File: config.mk
export PLATFORM = sky130hd
export DESIGN_NAME = z_result_drain_flat
export DESIGN_NICKNAME = d
export VERILOG_FILES = /design/src/rtl/z_result_drain_if.sv /design/src/rtl/z_result_drain.sv /design/src/flat_wrapper.sv
export SDC_FILE = /design/constraint.sdc
export NUM_CORES = 1
export LEC_CHECK = 0
export ABC_CLOCK_PERIOD_IN_PS = 9050
export BUFFER_PORTS_ARGS = -buffer_cell sky130_fd_sc_hd__buf_2
export CAP_MARGIN = 20
export CORE_MARGIN = 2
export CORE_UTILIZATION = 35
export DETAILED_ROUTE_END_ITERATION = 7
export HOLD_SLACK_MARGIN = 0.05
export SYNTH_ARGS = -nofsm -noshare
export SYNTH_HDL_FRONTEND = slang
export SYNTH_SLANG_ARGS = --single-unit
File: constraint.sdc
create_clock -name clock -period 9.05 [get_ports clock]
set_input_delay 2.715 -clock clock [delete_from_list [all_inputs] [get_ports clock]]
set_output_delay 2.715 -clock clock [all_outputs]
set_load 0.1 [all_outputs]
File: src/rtl/z_result_drain_if.sv
// ALU-result / datapath-bus bundle for z_result_drain.
// Z_FLAGS_EN adds the z_zero / z_neg branch-condition flags.
interface z_result_drain_if #(
   parameter int DATA_W = 32,
   parameter int DEPTH  = 2
);
   localparam int CW = $clog2(DEPTH) + 1;

   logic [2*DATA_W-1:0] z_in;
   logic                z_two_beat;
   logic                z_valid;
   logic                z_ready;
   logic [DATA_W-1:0]   bus_out;
   logic                bus_hi;
   logic                bus_last;
   logic                bus_valid;
   logic                bus_ready;
   logic [CW-1:0]       count;
`ifdef Z_FLAGS_EN
   logic                z_zero;
   logic                z_neg;
`endif

   modport master (
      output z_in, z_two_beat, z_valid, bus_ready,
      input  z_ready, bus_out, bus_hi, bus_last, bus_valid, count
`ifdef Z_FLAGS_EN
      , input z_zero, z_neg
`endif
   );

   modport slave (
      input  z_in, z_two_beat, z_valid, bus_ready,
      output z_ready, bus_out, bus_hi, bus_last, bus_valid, count
`ifdef Z_FLAGS_EN
      , output z_zero, z_neg
`endif
   );
endinterface

File: src/rtl/z_result_drain.sv
// Buffers 64-bit ALU results and drains them as ZLow[/ZHigh] beats on the 32-bit bus.
// Optional macro Z_FLAGS_EN adds registered z_zero / z_neg result flags.
module z_result_drain #(
   parameter int DATA_W = 32,
   parameter int DEPTH  = 2
) (
   input logic              clock,
   input logic              clear,
   z_result_drain_if.slave  zif
);
   localparam int PW = (DEPTH > 1) ? $clog2(DEPTH) : 1;
   localparam int CW = $clog2(DEPTH) + 1;
   localparam int EW = 2*DATA_W + 1;
   localparam logic [CW-1:0] C_FULL = CW'(DEPTH);

   typedef enum logic [1:0] {
      S_IDLE = 2'd0,
      S_LOW  = 2'd1,
      S_HIGH = 2'd2
   } state_t;

   state_t            r_state;
   logic [EW-1:0]     r_mem [DEPTH];
   logic [PW-1:0]     r_wptr;
   logic [PW-1:0]     r_rptr;
   logic [CW-1:0]     r_count;
   logic [DATA_W-1:0] r_bus_out;
   logic              r_bus_hi;
   logic              r_bus_last;
   logic              r_bus_valid;

   logic [EW-1:0]     w_in_entry;
   logic [EW-1:0]     w_head;
   logic [PW-1:0]     w_rptr_inc;
   logic              w_push;
   logic              w_xfer;
   logic              w_pop;
   logic [CW-1:0]     w_count_nxt;
   logic [DATA_W-1:0] w_nxt_low;
   logic              w_nxt_two;

   assign w_in_entry  = {zif.z_two_beat, zif.z_in};
   assign zif.z_ready = (r_count != C_FULL);
   assign w_push      = zif.z_valid && zif.z_ready;
   assign w_xfer      = r_bus_valid && zif.bus_ready;
   assign w_pop       = w_xfer && r_bus_last;
   assign w_count_nxt = r_count + CW'(w_push) - CW'(w_pop);
   assign w_head      = r_mem[r_rptr];
   assign w_rptr_inc  = r_rptr + PW'(1);

   // When the only buffered entry pops while a new one arrives, the next head is
   // still on z_in (not yet in r_mem), so bypass it straight into the beat register.
   assign w_nxt_low = (r_count == CW'(1)) ? zif.z_in[DATA_W-1:0]
                                          : r_mem[w_rptr_inc][DATA_W-1:0];
   assign w_nxt_two = (r_count == CW'(1)) ? zif.z_two_beat
                                          : r_mem[w_rptr_inc][EW-1];

   always_ff @(posedge clock) begin
      if (w_push) r_mem[r_wptr] <= w_in_entry;
   end

   always_ff @(posedge clock or posedge clear) begin
      if (clear) begin
         r_state     <= S_IDLE;
         r_wptr      <= '0;
         r_rptr      <= '0;
         r_count     <= '0;
         r_bus_out   <= '0;
         r_bus_hi    <= 1'b0;
         r_bus_last  <= 1'b0;
         r_bus_valid <= 1'b0;
      end else begin
         r_count <= w_count_nxt;
         if (w_push) r_wptr <= r_wptr + PW'(1);
         if (w_pop)  r_rptr <= w_rptr_inc;

         case (r_state)
            S_IDLE: begin
               if (r_count != '0) begin
                  r_state     <= S_LOW;
                  r_bus_out   <= w_head[DATA_W-1:0];
                  r_bus_hi    <= 1'b0;
                  r_bus_last  <= !w_head[EW-1];
                  r_bus_valid <= 1'b1;
               end
            end
            S_LOW, S_HIGH: begin
               if (w_xfer) begin
                  if (!r_bus_last) begin
                     r_state    <= S_HIGH;
                     r_bus_out  <= w_head[2*DATA_W-1:DATA_W];
                     r_bus_hi   <= 1'b1;
                     r_bus_last <= 1'b1;
                  end else if (w_count_nxt != '0) begin
                     r_state    <= S_LOW;
                     r_bus_out  <= w_nxt_low;
                     r_bus_hi   <= 1'b0;
                     r_bus_last <= !w_nxt_two;
                  end else begin
                     r_state     <= S_IDLE;
                     r_bus_hi    <= 1'b0;
                     r_bus_last  <= 1'b0;
                     r_bus_valid <= 1'b0;
                  end
               end
            end
            default: begin
               r_state     <= S_IDLE;
               r_bus_valid <= 1'b0;
            end
         endcase
      end
   end

   assign zif.bus_out   = r_bus_out;
   assign zif.bus_hi    = r_bus_hi;
   assign zif.bus_last  = r_bus_last;
   assign zif.bus_valid = r_bus_valid;
   assign zif.count     = r_count;

`ifdef Z_FLAGS_EN
   logic r_z_zero;
   logic r_z_neg;

   // Head is still valid in r_mem on its final-beat edge, so the full result is visible.
   always_ff @(posedge clock or posedge clear) begin
      if (clear) begin
         r_z_zero <= 1'b0;
         r_z_neg  <= 1'b0;
      end else if (w_pop) begin
         r_z_zero <= w_head[EW-1] ? (w_head[2*DATA_W-1:0] == '0)
                                  : (w_head[DATA_W-1:0] == '0);
         r_z_neg  <= r_bus_out[DATA_W-1];
      end
   end

   assign zif.z_zero = r_z_zero;
   assign zif.z_neg  = r_z_neg;
`endif
endmodule

File: src/flat_wrapper.sv
// flat-port wrapper written by rule: the top's interface ports become plain ports
module z_result_drain_flat 
#(
   parameter int DATA_W = 32,
   parameter int DEPTH  = 2
)
  (clock, clear, zif_z_in, zif_z_two_beat, zif_z_valid, zif_bus_ready, zif_z_ready, zif_bus_out, zif_bus_hi, zif_bus_last, zif_bus_valid, zif_count);
  z_result_drain_if #(.DATA_W(DATA_W), .DEPTH(DEPTH)) zif_i ();
  input logic clock;
  input logic clear;
  input wire logic [$bits(zif_i.z_in)-1:0] zif_z_in;
  input wire logic [$bits(zif_i.z_two_beat)-1:0] zif_z_two_beat;
  input wire logic [$bits(zif_i.z_valid)-1:0] zif_z_valid;
  input wire logic [$bits(zif_i.bus_ready)-1:0] zif_bus_ready;
  output wire logic [$bits(zif_i.z_ready)-1:0] zif_z_ready;
  output wire logic [$bits(zif_i.bus_out)-1:0] zif_bus_out;
  output wire logic [$bits(zif_i.bus_hi)-1:0] zif_bus_hi;
  output wire logic [$bits(zif_i.bus_last)-1:0] zif_bus_last;
  output wire logic [$bits(zif_i.bus_valid)-1:0] zif_bus_valid;
  output wire logic [$bits(zif_i.count)-1:0] zif_count;
  assign zif_i.z_in = zif_z_in;
  assign zif_i.z_two_beat = zif_z_two_beat;
  assign zif_i.z_valid = zif_z_valid;
  assign zif_i.bus_ready = zif_bus_ready;
  assign zif_z_ready = zif_i.z_ready;
  assign zif_bus_out = zif_i.bus_out;
  assign zif_bus_hi = zif_i.bus_hi;
  assign zif_bus_last = zif_i.bus_last;
  assign zif_bus_valid = zif_i.bus_valid;
  assign zif_count = zif_i.count;
  z_result_drain #(.DATA_W(DATA_W), .DEPTH(DEPTH)) u_core (.clock(clock), .clear(clear), .zif(zif_i));
endmodule
==> results of run 1 <==
[layer usage]
metal  GRT usage [%]  vias to the layer above  wire length (µm)
li1                -                     2183                 -
met5               0                        -                 0
met1            21.1                     2487              7850
met3            4.11                       18               985
met2            29.4                      165              9340
met4            6.24                        0               229
[synthesized netlist by cell type (all sizes together)]
cell and n:
a221oi 57, a211oi 34, a311oi 2, and3 1, dfrtp 41, xnor2 2
nor2 6, xor3 1, nor4 1, edfxtp 130, nor3 3, a22o 2
a22oi 4, nand2b 1, a32oi 1, o21ai 39, mux2i 1, o22ai 29
buf 4, mux2 39, inv 9, and2 33, clkbuf 37, o221ai 1
nor2b 5, nand2 5, ha 4
[registers in the layout, summed over array words and instances, names as in the netlist]
| signal | flops |
|---|---|
| u_core.r_mem | 130 |
| u_core.r_rptr | 1 |
| u_core.r_state | 2 |
| u_core.r_wptr | 1 |
| u_core.zif.bus_hi | 1 |
| u_core.zif.bus_last | 1 |
| u_core.zif.bus_out | 32 |
| u_core.zif.bus_valid | 1 |
| u_core.zif.count | 2 |
[stage by stage]
stage / util [%] / worst slack, ns / hold slack, ns / area [µm²]
floorplan: - / 2.99 / 0.461 / 7270
global placement: 39.6 / 4.01 / 0.494 / 8030
detailed placement: 39.8 / 3.97 / 0.498 / 8070
CTS: 42.7 / 4.43 / 0.513 / 8670
global route: 42.8 / 4.33 / 0.522 / 8690
finish: 42.8 / 4.42 / 0.512 / 8690
[path summary, 6_finish.rpt]
| check | start | to | slack (ns) | cells after the start |
|---|---|---|---|---|
| worst min-delay path | u_core.zif.bus_out[20] | u_core.zif.bus_out[20] | 0.51 | 1 |
| max in group asynchronous | clear | u_core.r_rptr | 6.44 | 3 |
| worst min register to register | u_core.zif.bus_out[20] | u_core.zif.bus_out[20] | 0.51 | 1 |
| worst max register to register | u_core.zif.bus_last | u_core.zif.bus_out[1] | 6.08 | 10 |
| min in group asynchronous | clear | u_core.zif.bus_out[15] | 2.16 | 2 |
| worst max-delay path | zif_bus_ready | u_core.zif.bus_out[1] | 4.42 | 11 |
[cell families after synthesis]
| family | share of synthesized area, % |
|---|---|
| DFF | 67.8 |
| buffers and inverters | 2.91 |
| adders and majority gates | 0.688 |
| muxes | 6.69 |
| xor gates and xnor gates | 0.585 |
| AOI/OAI and AO/OA | 16.7 |
| and+or+nand+nor | 4.66 |
[layout make-up]
cell class	count	area [µm²]
Tap cell	270	338
Clock inverter	14	161
Timing Repair Buffer	114	628
Sequential cell	171	4930
Inverter	9	33.8
Fill cell	1882	11600
Multi-Input combinational cell	271	2160
Clock buffer	18	439
==> results by group, run 1 <==
Clock network
  • CTS Hold Bufs: 0
  • Setup Buffers After CTS: 0
  • Post-cts resize count: 0
  • CTS tree: yes
  • Sinks on Clock Net: 171
  • Reg clk slew, reported paths: 0.06 ns
  • CTS buffer count: 17
  • Clk_lat worst skew: 0.43 ns
  • Max Buffers Root-to-Sink: 2
  • Clock Tree Root: clkbuf_16
  • H-tree levels: 4

Final layout
  • Most frequent cells in the layout: edfxtp_1, buf_2, a221oi_1, dfrtp_1, o21ai_0
  • Layout cells sized above 1: 32.7%
  • Commonest non-fill, non-tap cell in the layout: edfxtp_1
  • Post-Layout Cell Count: 867
  • ANT cells: 0
  • Area Overhead vs Synth: 19.5%
  • Nets: 657

Run status
  • Status: finished, final reports clean

Floorplan
  • Core box area: 20300 µm²
  • Chip Width: 148 µm
  • Die Y: 148 µm
  • Cell row count: 52
  • Die area: 21900 µm²
  • Initial Util: 35.8%
  • # IOs: 107

Critical path
  • Crit path capture type: flip-flop
  • Crit-path cells: buf_2, nand2_1, nor2_1, ha_1, inv_1, ha_1, xor3_2, nor4_4, nor3_4, buf_4, mux2_2
  • Slowest CP cell: buf_4
  • Critical path arrival: 4.94 ns
  • Top delay family on crit path: buffers and inverters
  • Crit path buffers/inverters: 3
  • Worst path max stage delay: 0.50 ns
  • Crit path launch type: input pin
  • Critical path class: input pin to flip-flop
  • Data required, critical path: 9.36 ns
  • Most frequent CP cell: ha_1
  • CP max FO: 32

Global route
  • GRT Total Usage: 17.1%
  • Congestion Overflow GR: 0
  • Initial antenna violation count: 0
  • First-pass GRT wire length: 28800 µm
  • Largest net degree at the start of global routing: 72
  • Vias in the first global route: 5156

Timing
  • Fin Clk Skew: 0.0103 ns
  • Slew HR: 25.2%
  • Max-slew violations: 0
  • Period utilization: 51.1%
  • RSZ-0062 raised after global routing: false
  • Setup TNS: 0 ns
  • Crit path time final: 4.63 ns
  • Peak Freq: 216 MHz
  • Final Setup Violations: 0
  • Hold Fails Final Rpt: 0
  • Worst-margin pin slew: 1.12 ns

Drt
  • Iter 0 DRT Violations: 303
  • DR DRC count: 0
  • Drt pass-1 iters: 4
  • Routed wire length: 18400 µm
  • Vias: 4853
  • Antenna-violating nets left: 0
  • DR WL/cell: 21.2 µm
  • Via/cell ratio: 5.60

Worst hold path
  • Hold WC Path Type: flip-flop to flip-flop

Place
  • RD Place Congestion: 0.763
  • HPWL after DPL: 10900 µm
  • # placed instances: 834
  • Port bufs: 106

Logic synthesis
  • Cell count after synthesis: 492
  • #FFs+latches synth: 171
  • Cell taking the most area after synthesis: edfxtp_1
  • Synth cell types: 32
  • Syn Area/Cell: 14.8 µm²
  • Area fraction of the dominant cell type after synthesis: 53.7%
  • Syn nets: 565
  • Yosys Warn Count: 0
  • Seq/Total Area, Yosys: 67.8%
  • Ranking of synthesized cells by area: edfxtp_1, dfrtp_1, a221oi_1
  • Post-Syn Area: 7270 µm²

Flow run
  • Max Cap Violations: 0
Power of run 1 is left out: the tool's default activity adds up to more than one toggle a clock period on the data nets, which glitch-free logic cannot reach.
==> inputs of run 2 (changes only) <==
--- a/config.mk
+++ b/config.mk
@@ -5,7 +5,8 @@
 export SDC_FILE = /design/constraint.sdc
 export NUM_CORES = 1
 export LEC_CHECK = 0
-export ABC_CLOCK_PERIOD_IN_PS = 9050
+export ABC_AREA = 1
+export ABC_CLOCK_PERIOD_IN_PS = 3800
 export BUFFER_PORTS_ARGS = -buffer_cell sky130_fd_sc_hd__buf_2
 export CAP_MARGIN = 20
 export CORE_MARGIN = 2
==> constraint.sdc (replaced) <==
create_clock -name clock -period 3.8 [get_ports clock]
set_input_delay 1.14 -clock clock [delete_from_list [all_inputs] [get_ports clock]]
set_output_delay 1.14 -clock clock [all_outputs]
set_load 0.1 [all_outputs]
==> results by group, run 2 <==
Place
  • RD Place Congestion: 0.765
  • Port bufs: 106
  • HPWL after DPL: 11300 µm
  • # placed instances: 1101

Global route
  • Vias in the first global route: 5174
  • GRT Total Usage: 16.1%
  • Congestion Overflow GR: 0
  • Initial antenna violation count: 1
  • First-pass GRT wire length: 27500 µm
  • Largest net degree at the start of global routing: 83

Worst hold path
  • End of the worst hold path: u_core.zif.bus_out[19]
  • Hold WC Path Type: flip-flop to flip-flop
  • Min-Delay Path Depth: 2
  • Worst hold start: u_core.zif.bus_out[19]

Floorplan
  • # IOs: 107
  • Cell row count: 54
  • Initial Util: 35.3%
  • Die area: 23000 µm²
  • Chip Width: 152 µm
  • Core box area: 21600 µm²
  • Die Y: 152 µm

Clock network
  • Sinks on Clock Net: 171
  • Post-cts resize count: 0
  • CTS buffer count: 17
  • Reg clk slew, reported paths: 0.07 ns
  • Setup Buffers After CTS: 0
  • H-tree levels: 4
  • CTS tree: yes
  • Clock Tree Root: clkbuf_16
  • Clk_lat worst skew: 0.42 ns
  • CTS Hold Bufs: 0
  • Max Buffers Root-to-Sink: 2

Drt
  • Routed wire length: 18100 µm
  • Iter 0 DRT Violations: 430
  • DR WL/cell: 16.0 µm
  • Antenna-violating nets left: 0
  • DR DRC count: 0
  • Drt pass-1 iters: 5
  • Via/cell ratio: 4.90
  • Vias: 5559

Critical path
  • Cell depth of the worst flop-to-flop path: 11
  • R2R setup slack: 1.04 ns
  • Crit-path cells: buf_2, inv_1, nor3_1, ha_1, inv_1, ha_1, nand3_1, nand4_1, nand2_2, inv_2, nand2_1, nand2_1
  • RR Endpoint: u_core.zif.bus_out[0]
  • Critical R2R Launch: u_core.zif.bus_last
  • Crit path launch type: input pin
  • Worst path max stage delay: 0.49 ns
  • Crit path buffers/inverters: 4
  • Crit path capture type: flip-flop
  • Slowest CP cell: inv_2
  • CP max FO: 29
  • Critical path class: input pin to flip-flop
  • Data required, critical path: 4.16 ns
  • Critical path arrival: 3.19 ns
  • Top delay family on crit path: simple AND/OR/NAND/NOR gates

Logic synthesis
  • Primary FF master, synth: edfxtp_1
  • Syn Area/Cell: 10.2 µm²
  • Ys async rst share: 24.0%
  • Synth cell types: 26
  • Yosys Warn Count: 0
  • Area fraction of the dominant cell type after synthesis: 51.1%
  • Seq/Total Area, Yosys: 64.6%
  • Top cells by count, synth: nand2_1, edfxtp_1, o21ai_0
  • Post-Syn Area: 7630 µm²
  • Syn nets: 820
  • Cell count after synthesis: 747
  • Cell taking the most area after synthesis: edfxtp_1
  • #FFs+latches synth: 171
  • Most common cell in the synthesized netlist: nand2_1
  • Post-synth EDFFs: 130
  • Ranking of synthesized cells by area: edfxtp_1, dfrtp_1, nand2_1

Final layout
  • Most frequent cells in the layout: nand2_1, edfxtp_1, buf_2, o21ai_0, inv_1
  • Layout cells sized above 1: 22.3%
  • Nets: 913
  • Commonest non-fill, non-tap cell in the layout: nand2_1
  • Core Util, Final: 41.8%
  • Seq. cell area: 4930 µm²
  • Fill cells: 2087
  • Multi-input logic area: 2210 µm²
  • Max reg flops: 130
  • Post-Layout Cell Count: 1135
  • Reg with most FFs: u_core.r_mem
  • Area Overhead vs Synth: 18.3%

Power
  • VDD IR-drop max: 0.310 mV
  • Tot Pwr: 5.31 mW
  • Leak: 3.86 nW
  • Pwr dens: 587 nW/µm²

Timing
  • Crit path time final: 2.83 ns
  • Final Setup Violations: 0
  • Fin Clk Skew: 0.00660 ns
  • Slew HR: 42.3%
  • RSZ-0062 raised after global routing: false
  • Max-slew violations: 0
  • Period utilization: 74.5%
  • Worst-margin pin slew: 0.864 ns
  • Hold Fails Final Rpt: 0
  • Peak Freq: 353 MHz

Run status
  • Status: finished, final reports clean

Flow run
  • Max Cap Violations: 0
==> run 2: cell types whose count changed in the layout (fill, tap and decap cells not counted), sizes merged, moves of 5 or more <==
| cell | change |
|---|---|
| mux2 | -39 |
| a211oi | -34 |
| and2 | -33 |
| inv | +72 |
| or2 | +29 |
| o211ai | +30 |
| o21ai | +84 |
| o22ai | -29 |
| a21oi | +30 |
| nand2 | +169 |
| nor2b | -5 |
| nand3 | +47 |
| a221oi | -57 |
==> run 2: cell families (layout without fill, tap and decap cells) <==
kind of cell    count (synthesis)  count (layout)  share of synthesized area [%]
simple gates                  260             260                           14.7
flops                         171             171                           64.6
xor+xnor                        1               1                          0.115
buf+inv                       126             232                           6.77
fa+ha+maj                       4               4                          0.656
other cells                     0               2                              0
compound gates                185             185                           13.2
==> run 2: how the worst max path moves through the flow <==
| stage | startpoint | endpoint | slack (ns) | depth (start not counted) |
|---|---|---|---|---|
| 3_5_place_dp | zif_bus_ready | u_core.zif.bus_out[15] | 0.51 | 12 |
| 3_3_place_gp | zif_bus_ready | u_core.zif.bus_out[29] | 0.63 | 12 |
| 6_report | zif_bus_ready | u_core.zif.bus_out[0] | 0.97 | 12 |
| 4_1_cts | zif_bus_ready | u_core.zif.bus_out[15] | 0.95 | 12 |
| 5_1_grt | zif_bus_ready | u_core.zif.bus_out[15] | 0.68 | 12 |
| 2_1_floorplan | u_core.zif.count[0] | u_core.r_mem[1][0] | -0.43 | 4 |
==> run 2: layer usage <==
metal	vias up	part of all wire, %	global-route usage (%)
met4	0	1.7	5.46
li1	2729	-	-
met3	19	7.3	4.22
met5	-	0	0
met2	181	47	26.2
met1	2630	44	21.1
==> run 2: power by group <==
part	switching [mW]	internal, mW	total, mW
Sequential	0.0980	2.40	2.50
Clock	0.724	0.944	1.67
Combinational	0.819	0.320	1.14
Total	1.64	3.67	5.31
==> run 2: area by class of cell <==
class / instances / area share [%]
flip-flops and latches: 171 / 54.6
multi-input cells: 450 / 24.5
repair buffers: 117 / 7.20
clock buffers: 20 / 5.06
well taps: 280 / 3.88
inverters: 83 / 3.45
clock inverters: 12 / 1.26
diodes: 2 / 0.0554
==> run 2: through the flow <==
stage	hold slack (ns)	area (µm²)	setup WS, ns	TNS (ns)
6_report	0.477	9030	0.967	0
5_1_grt	0.503	9030	0.676	0
4_1_cts	0.482	9030	0.954	0
3_5_place_dp	0.464	8460	0.514	0
3_3_place_gp	0.461	8460	0.631	0
2_1_floorplan	0.477	7640	-0.432	-55.19
==> run 2: worst register-to-register path: stages, from the launching register on <==
cell and delay (ns):
dfrtp_1 0.61, inv_1 0.13, nor3_1 0.31, ha_1 0.29
inv_1 0.06, ha_1 0.16, nand3_1 0.12, nand4_1 0.13
nand2_2 0.17, inv_2 0.49, nand2_1 0.13, nand2_1 0.09
Power figures use the tool's default switching activity.
